## config.mk

```make
export PLATFORM = sky130hd
export DESIGN_NAME = microc_uc
export DESIGN_NICKNAME = d
export VERILOG_FILES = /design/src/rtl/microc_uc.sv
export SDC_FILE = /design/constraint.sdc
export NUM_CORES = 1
export LEC_CHECK = 0
export ABC_AREA = 1
export CORE_ASPECT_RATIO = 0.7
export CORE_MARGIN = 2
export CORE_UTILIZATION = 35
export DETAILED_ROUTE_END_ITERATION = 6
export PLACE_DENSITY = 0.66
export SLEW_MARGIN = 5
export SYNTH_ARGS = -nofsm -noshare
export SYNTH_HDL_FRONTEND = slang
export SYNTH_SLANG_ARGS = --single-unit
export TNS_END_PERCENT = 30
```

## constraint.sdc

```tcl
create_clock -name clk -period 1.65 [get_ports clk]
set_input_delay 0.33 -clock clk [delete_from_list [all_inputs] [get_ports clk]]
set_output_delay 0.33 -clock clk [all_outputs]
set_load 0.01 [all_outputs]
```

## src/rtl/microc_uc.sv

```systemverilog
// Microcoded control unit: fetch/exec/halt sequencer that decodes opcodes into
// datapath strobes and tracks a bounded return stack with a sticky overflow/underflow error.
module microc_uc #(
   parameter int unsigned OPW         = 6,
   parameter int unsigned ALUW        = 3,
   parameter int unsigned STACK_DEPTH = 4,
   localparam int unsigned SPW        = $clog2(STACK_DEPTH + 1)
) (
   input  logic            clk,
   input  logic            reset,
   input  logic [OPW-1:0]  opcode,
   input  logic            zero,
   input  logic            imem_ready,
   output logic            fetch,
   output logic            pc_we,
   output logic            s_inc,
   output logic            s_inm,
   output logic            we,
   output logic            wez,
   output logic [ALUW-1:0] AluOP,
   output logic            s_push,
   output logic            s_pop,
   output logic [SPW-1:0]  sp,
   output logic            halted,
   output logic            stk_err
);

   typedef enum logic [1:0] {FETCH = 2'd0, EXEC = 2'd1, HALT = 2'd2} state_e;

   localparam logic [2:0] SUB_J    = 3'b000;
   localparam logic [2:0] SUB_JZ   = 3'b001;
   localparam logic [2:0] SUB_JNZ  = 3'b010;
   localparam logic [2:0] SUB_CALL = 3'b011;
   localparam logic [2:0] SUB_RET  = 3'b100;
   localparam logic [2:0] SUB_HALT = 3'b111;

   state_e           state_q, state_d;
   logic [OPW-1:0]   ir_q, ir_d;
   logic [SPW-1:0]   sp_q, sp_d;
   logic             stk_err_q, stk_err_d;
   logic [2:0]       sub;
   logic             unused_ir;

   assign sub       = ir_q[OPW-3 -: 3];
   assign unused_ir = ^ir_q;
   assign sp        = sp_q;
   assign stk_err   = stk_err_q;

   always_ff @(posedge clk or negedge reset) begin
      if (!reset) begin
         state_q   <= FETCH;
         ir_q      <= '0;
         sp_q      <= '0;
         stk_err_q <= 1'b0;
      end else begin
         state_q   <= state_d;
         ir_q      <= ir_d;
         sp_q      <= sp_d;
         stk_err_q <= stk_err_d;
      end
   end

   // Next state and strobe decode; strobes follow state so reset kills them at once.
   always_comb begin
      state_d   = state_q;
      ir_d      = ir_q;
      sp_d      = sp_q;
      stk_err_d = stk_err_q;
      fetch     = 1'b0;
      pc_we     = 1'b0;
      s_inc     = 1'b0;
      s_inm     = 1'b0;
      we        = 1'b0;
      wez       = 1'b0;
      AluOP     = '0;
      s_push    = 1'b0;
      s_pop     = 1'b0;
      halted    = 1'b0;
      unique case (state_q)
         FETCH: begin
            fetch = 1'b1;
            if (imem_ready) begin
               ir_d    = opcode;
               state_d = EXEC;
            end
         end
         EXEC: begin
            state_d = FETCH;
            pc_we   = 1'b1;
            if (!ir_q[OPW-1]) begin
               AluOP = ir_q[OPW-2 -: ALUW];
               we    = 1'b1;
               wez   = 1'b1;
               s_inc = 1'b1;
            end else if (!ir_q[OPW-2]) begin
               s_inm = 1'b1;
               we    = 1'b1;
               s_inc = 1'b1;
            end else begin
               unique case (sub)
                  SUB_J:   s_inc = 1'b0;
                  SUB_JZ:  s_inc = ~zero;
                  SUB_JNZ: s_inc = zero;
                  // Stack faults fall through to the next instruction.
                  SUB_CALL: begin
                     if (sp_q == SPW'(STACK_DEPTH)) begin
                        stk_err_d = 1'b1;
                        s_inc     = 1'b1;
                     end else begin
                        s_push = 1'b1;
                        sp_d   = sp_q + SPW'(1);
                     end
                  end
                  SUB_RET: begin
                     if (sp_q == '0) begin
                        stk_err_d = 1'b1;
                        s_inc     = 1'b1;
                     end else begin
                        s_pop = 1'b1;
                        sp_d  = sp_q - SPW'(1);
                     end
                  end
                  SUB_HALT: begin
                     pc_we   = 1'b0;
                     state_d = HALT;
                  end
                  default: s_inc = 1'b1;
               endcase
            end
         end
         HALT:    halted  = 1'b1;
         default: state_d = FETCH;
      endcase
   end

endmodule
```

==> out/qor_table.md <==
| Item | This run |
|:---|:---|
| Transition time at the pin with the least slew margin | 0.5298 ns |
| Count of port buffers added during placement | 24 |
| Slowest cell delay on critical path | 0.40 ns |
| Routed wire per std cell | 12.74 um |
| Critical path data required time | 1.32 ns |
| Number of iterations in the first detailed-routing pass | 4 |
| Count of endpoints failing setup in the final report | 1 |
| Utilization after layout | 0.6589 |
| Die Height | 41.30 um |
| Core Box Area | 0.001871 mm^2 |
| Crit path max fanout | 3 |
| Total CTS buffers | 3 |
| Number of DRC violations after detailed routing | 0 |
| Hold violation count in the final report | 0 |
| Violated checks | negative setup slack |
| Total of hold buffers inserted after clock tree synthesis | 0 |
| Maximum buffer depth of the clock tree | 2 |
| Area share of the largest cell type after synthesis | 0.3957 |
| Worst endpoint data arrival time | 1.37 ns |
| Non-filler instance count after layout | 164 |
| Pwr Density | 915.0 mW/mm^2 |
| Share of synthesized registers carrying an async set or reset | 1.000 |
| Design area | 0.001232 mm^2 |
| Portion of netlist area occupied by mux cells | 0 |
| Xor and xnor fraction of the mapped netlist area | 0.01259 |
| Flops & latches, synth | 11 |
| Initial antenna violation count | 0 |
| Total of warnings raised by yosys | 0 |
| Vias in the first global route | 658 |
| Die span in x | 57.29 um |
| Synth Instances | 90 |
| Max-slew violation count | 0 |
| Worst hold-check path type | input port to asynchronous set/reset pin |
| Final Cycle Share | 1.031 |
| TritonCTS Sinks | 11 |
| Number of nets at the end of the flow | 154 |
| Setup clock skew after layout | 0.008762 ns |
| Fraction of the mapped netlist area in compound gates | 0.06115 |
| Peak ir drop on the vdd network | 0.6198 mV |
| Final setup margin | -0.05048 ns |
| Number of H-tree levels | 1 |
| Vias/cell | 4.787 |
| Adder-cell share of the synthesized area | 0.01799 |
| Dominant cell type by area after synthesis | sky130_fd_sc_hd__dfrtp_1 |
| Placed instance area | 0.001114 mm^2 |
| Register Area | 279.0 um^2 |
| Clock input transition at the sequential cells of the worst setup and hold paths | 0.07 ns |
| Aggregate global routing overflow | 0 |
| Fillcell total | 152 |
| Share of synthesized cell area in and, or, nand and nor gates | 0.4460 |
| Netlist cell types | 21 |
| Clock tree from TritonCTS | done |
| Layout overhead on the synthesized area | 77.16% |
| Multi-input combinational cell area | 476.7 um^2 |
| Cell types with the largest area share after synthesis | sky130_fd_sc_hd__dfrtp_1 (40%), sky130_fd_sc_hd__nand2_1 (12%), sky130_fd_sc_hd__nor2_8 (5.8%), sky130_fd_sc_hd__nor2_1 (5.4%), sky130_fd_sc_hd__nand3_1 (4.3%) |
| Hold WS | 0.3924 ns |
| Number of top-level pins | 26 |
| Setup repair after global routing missed its margin | true |
| Minimum setup slack after placement | -0.3902 ns |
| Synth Flop Type | sky130_fd_sc_hd__dfrtp_1 |
| Total global-route track usage | 0.1702 |
| Final weighted congestion of routability-driven global placement | 0.7544 |
| Site Rows | 13 |
| Largest net degree at the start of global routing | 12 |
| Post-synth net total | 101 |
| Worst path slowest cell | sky130_fd_sc_hd__dfrtp_1 |
| Clock latency on the worst-skew pair | 0.28 ns |
| Antenna diodes | 0 |
| Routed via count | 785 |
| EDFF count, synth | 0 |
| Initial standard-cell utilization of the core | 0.3719 |
| Setup crit start kind | register |
| Master cell of the clock root buffer | sky130_fd_sc_hd__clkbuf_4 |
| Result of the run | finished, violations left |
| Critical-path cell list | buf_6, buf_6, a21oi_2, o21ai_2, nand3_2, a21oi_2, buf_2 |
| Number of max-capacitance violations reported | 0 |
| Total die area | 0.002366 mm^2 |
| Capturing element type of the critical path | output port |
| Static leakage | 0.6264 nW |
| Leading cell types by count after synthesis | sky130_fd_sc_hd__nand2_1 (23), sky130_fd_sc_hd__dfrtp_1 (11), sky130_fd_sc_hd__nor2_1 (10), sky130_fd_sc_hd__inv_1 (8), sky130_fd_sc_hd__nand3_1 (6) |
| Highest clock rate | 588.1 MHz |
| Minimum period implied by the final worst setup slack | 1.700 ns |
| Violation count after the first detailed-route iteration | 8 |
| Post-Synthesis Mean Instance Area | 7.730 um^2 |
| Wire length of the first global-routing pass | 2.766 mm |
| Total placed cells including tap cells | 156 |
| Layout cell share with drive strength beyond 1 | 0.5563 |
| HPWL after DPL | 1.392 mm |
| Post-synthesis cell area | 695.7 um^2 |
| Kind of critical path | register to output port |
| Detail Route Antenna Nets | 0 |
| Final wirelength | 2.090 mm |
| Sequential element share of the synthesized area | 0.3957 |
| Leading cell type by number of instances after synthesis | sky130_fd_sc_hd__nand2_1 |
| Max_slew headroom | 0.6457 |
| Largest family of logic cells by synthesized area | simple AND/OR/NAND/NOR gates |
-- placed cells by master (no fill, tap or decap), drive strengths merged --
cell	netlist	routed
o21bai	1	1
inv	11	11
nand3	8	8
buf	0	31
o21ai	5	5
a21oi	2	2
dlygate4sd2	0	2
nand4	2	2
nor3	3	3
xor2	1	1
nand2	28	28
clkbuf	0	8
nor2	14	14
dlymetal6s2s	0	1
clkinv	1	1
nor3b	2	2
ha	1	1
dfrtp	11	11
clkdlybuf4s50	0	10
-- layer usage --
| metal | track usage | wire (um) | share of wire |
|---|---|---|---|
| met1 | 0.1866 | 892 | 0.43 |
| met2 | 0.2960 | 1071 | 0.51 |
| met3 | 0.06790 | 112 | 0.054 |
| met4 | 0.09884 | 13 | 0.0062 |
| met5 | 0 | 0 | 0 |
-- final cells by class --
cell class / count / area share
multi-input cells: 67 / 0.3868
repair buffers: 48 / 0.3056
flip-flops and latches: 11 / 0.2264
inverters: 12 / 0.03756
well taps: 22 / 0.02234
clock buffers: 4 / 0.02132
-- path summary, 6_finish.rpt --
path / cells after the start / end / slack (ns) / from
max: 7 / s_inc / -0.05 / ir_q[3]$_DFFE_PN0P_
min: 1 / sp[2]$_DFFE_PN0P_ / 0.39 / reset
max reg2reg: 11 / sp[2]$_DFFE_PN0P_ / 0.03 / ir_q[2]$_DFFE_PN0P_
min reg2reg: 1 / stk_err$_DFFE_PN0P_ / 0.48 / stk_err$_DFFE_PN0P_
max in group asynchronous: 1 / ir_q[1]$_DFFE_PN0P_ / 0.86 / reset
min in group clk: 1 / stk_err$_DFFE_PN0P_ / 0.48 / stk_err$_DFFE_PN0P_
-- through the flow --
stage / power [mW] / setup TNS [ns]
after global routing: 1.205 / -0.3903
after detailed placement: 0.8393 / -1.113
after CTS: 1.045 / -0.2346
after global placement: 0.8243 / -1.068
after floorplan: 0.5711 / 0
final: 1.128 / -0.05048
-- repair_timing --
item                                    in CTS  in global routing
setup buffers                                2                  2
cloned                                       0                  0
pin swaps                                    4                 10
endpoints found under the setup margin      13                  9
gates resized for setup                     46                 33
-- flip-flops by register name, indices dropped and copies added (netlist names) --
signal   flops
ir_q         5
state_q      2
sp           3
stk_err      1
-- report_power, final --
group	total, mW	switching [mW]	internal (mW)
combinational	0.569	0.286	0.284
clock	0.190	0.0958	0.0939
sequential	0.369	0.0478	0.321
-- critical path, delay by kind of cell (launching register included) --
kind	cells	cell delay (ns)
AO/OA/AOI/OAI	3	0.25
buffers and inverters	3	0.39
flip-flops	1	0.40
AND/OR/NAND/NOR	1	0.07
-- cell families after synthesis --
logic type	count (synthesis)
AOI/OAI and AO/OA	8
xor gates and xnor gates	1
adders and majority gates	1
buffers and inverters	12
DFF	11
and+or+nand+nor	57
(Power assumes the default switching activity.)
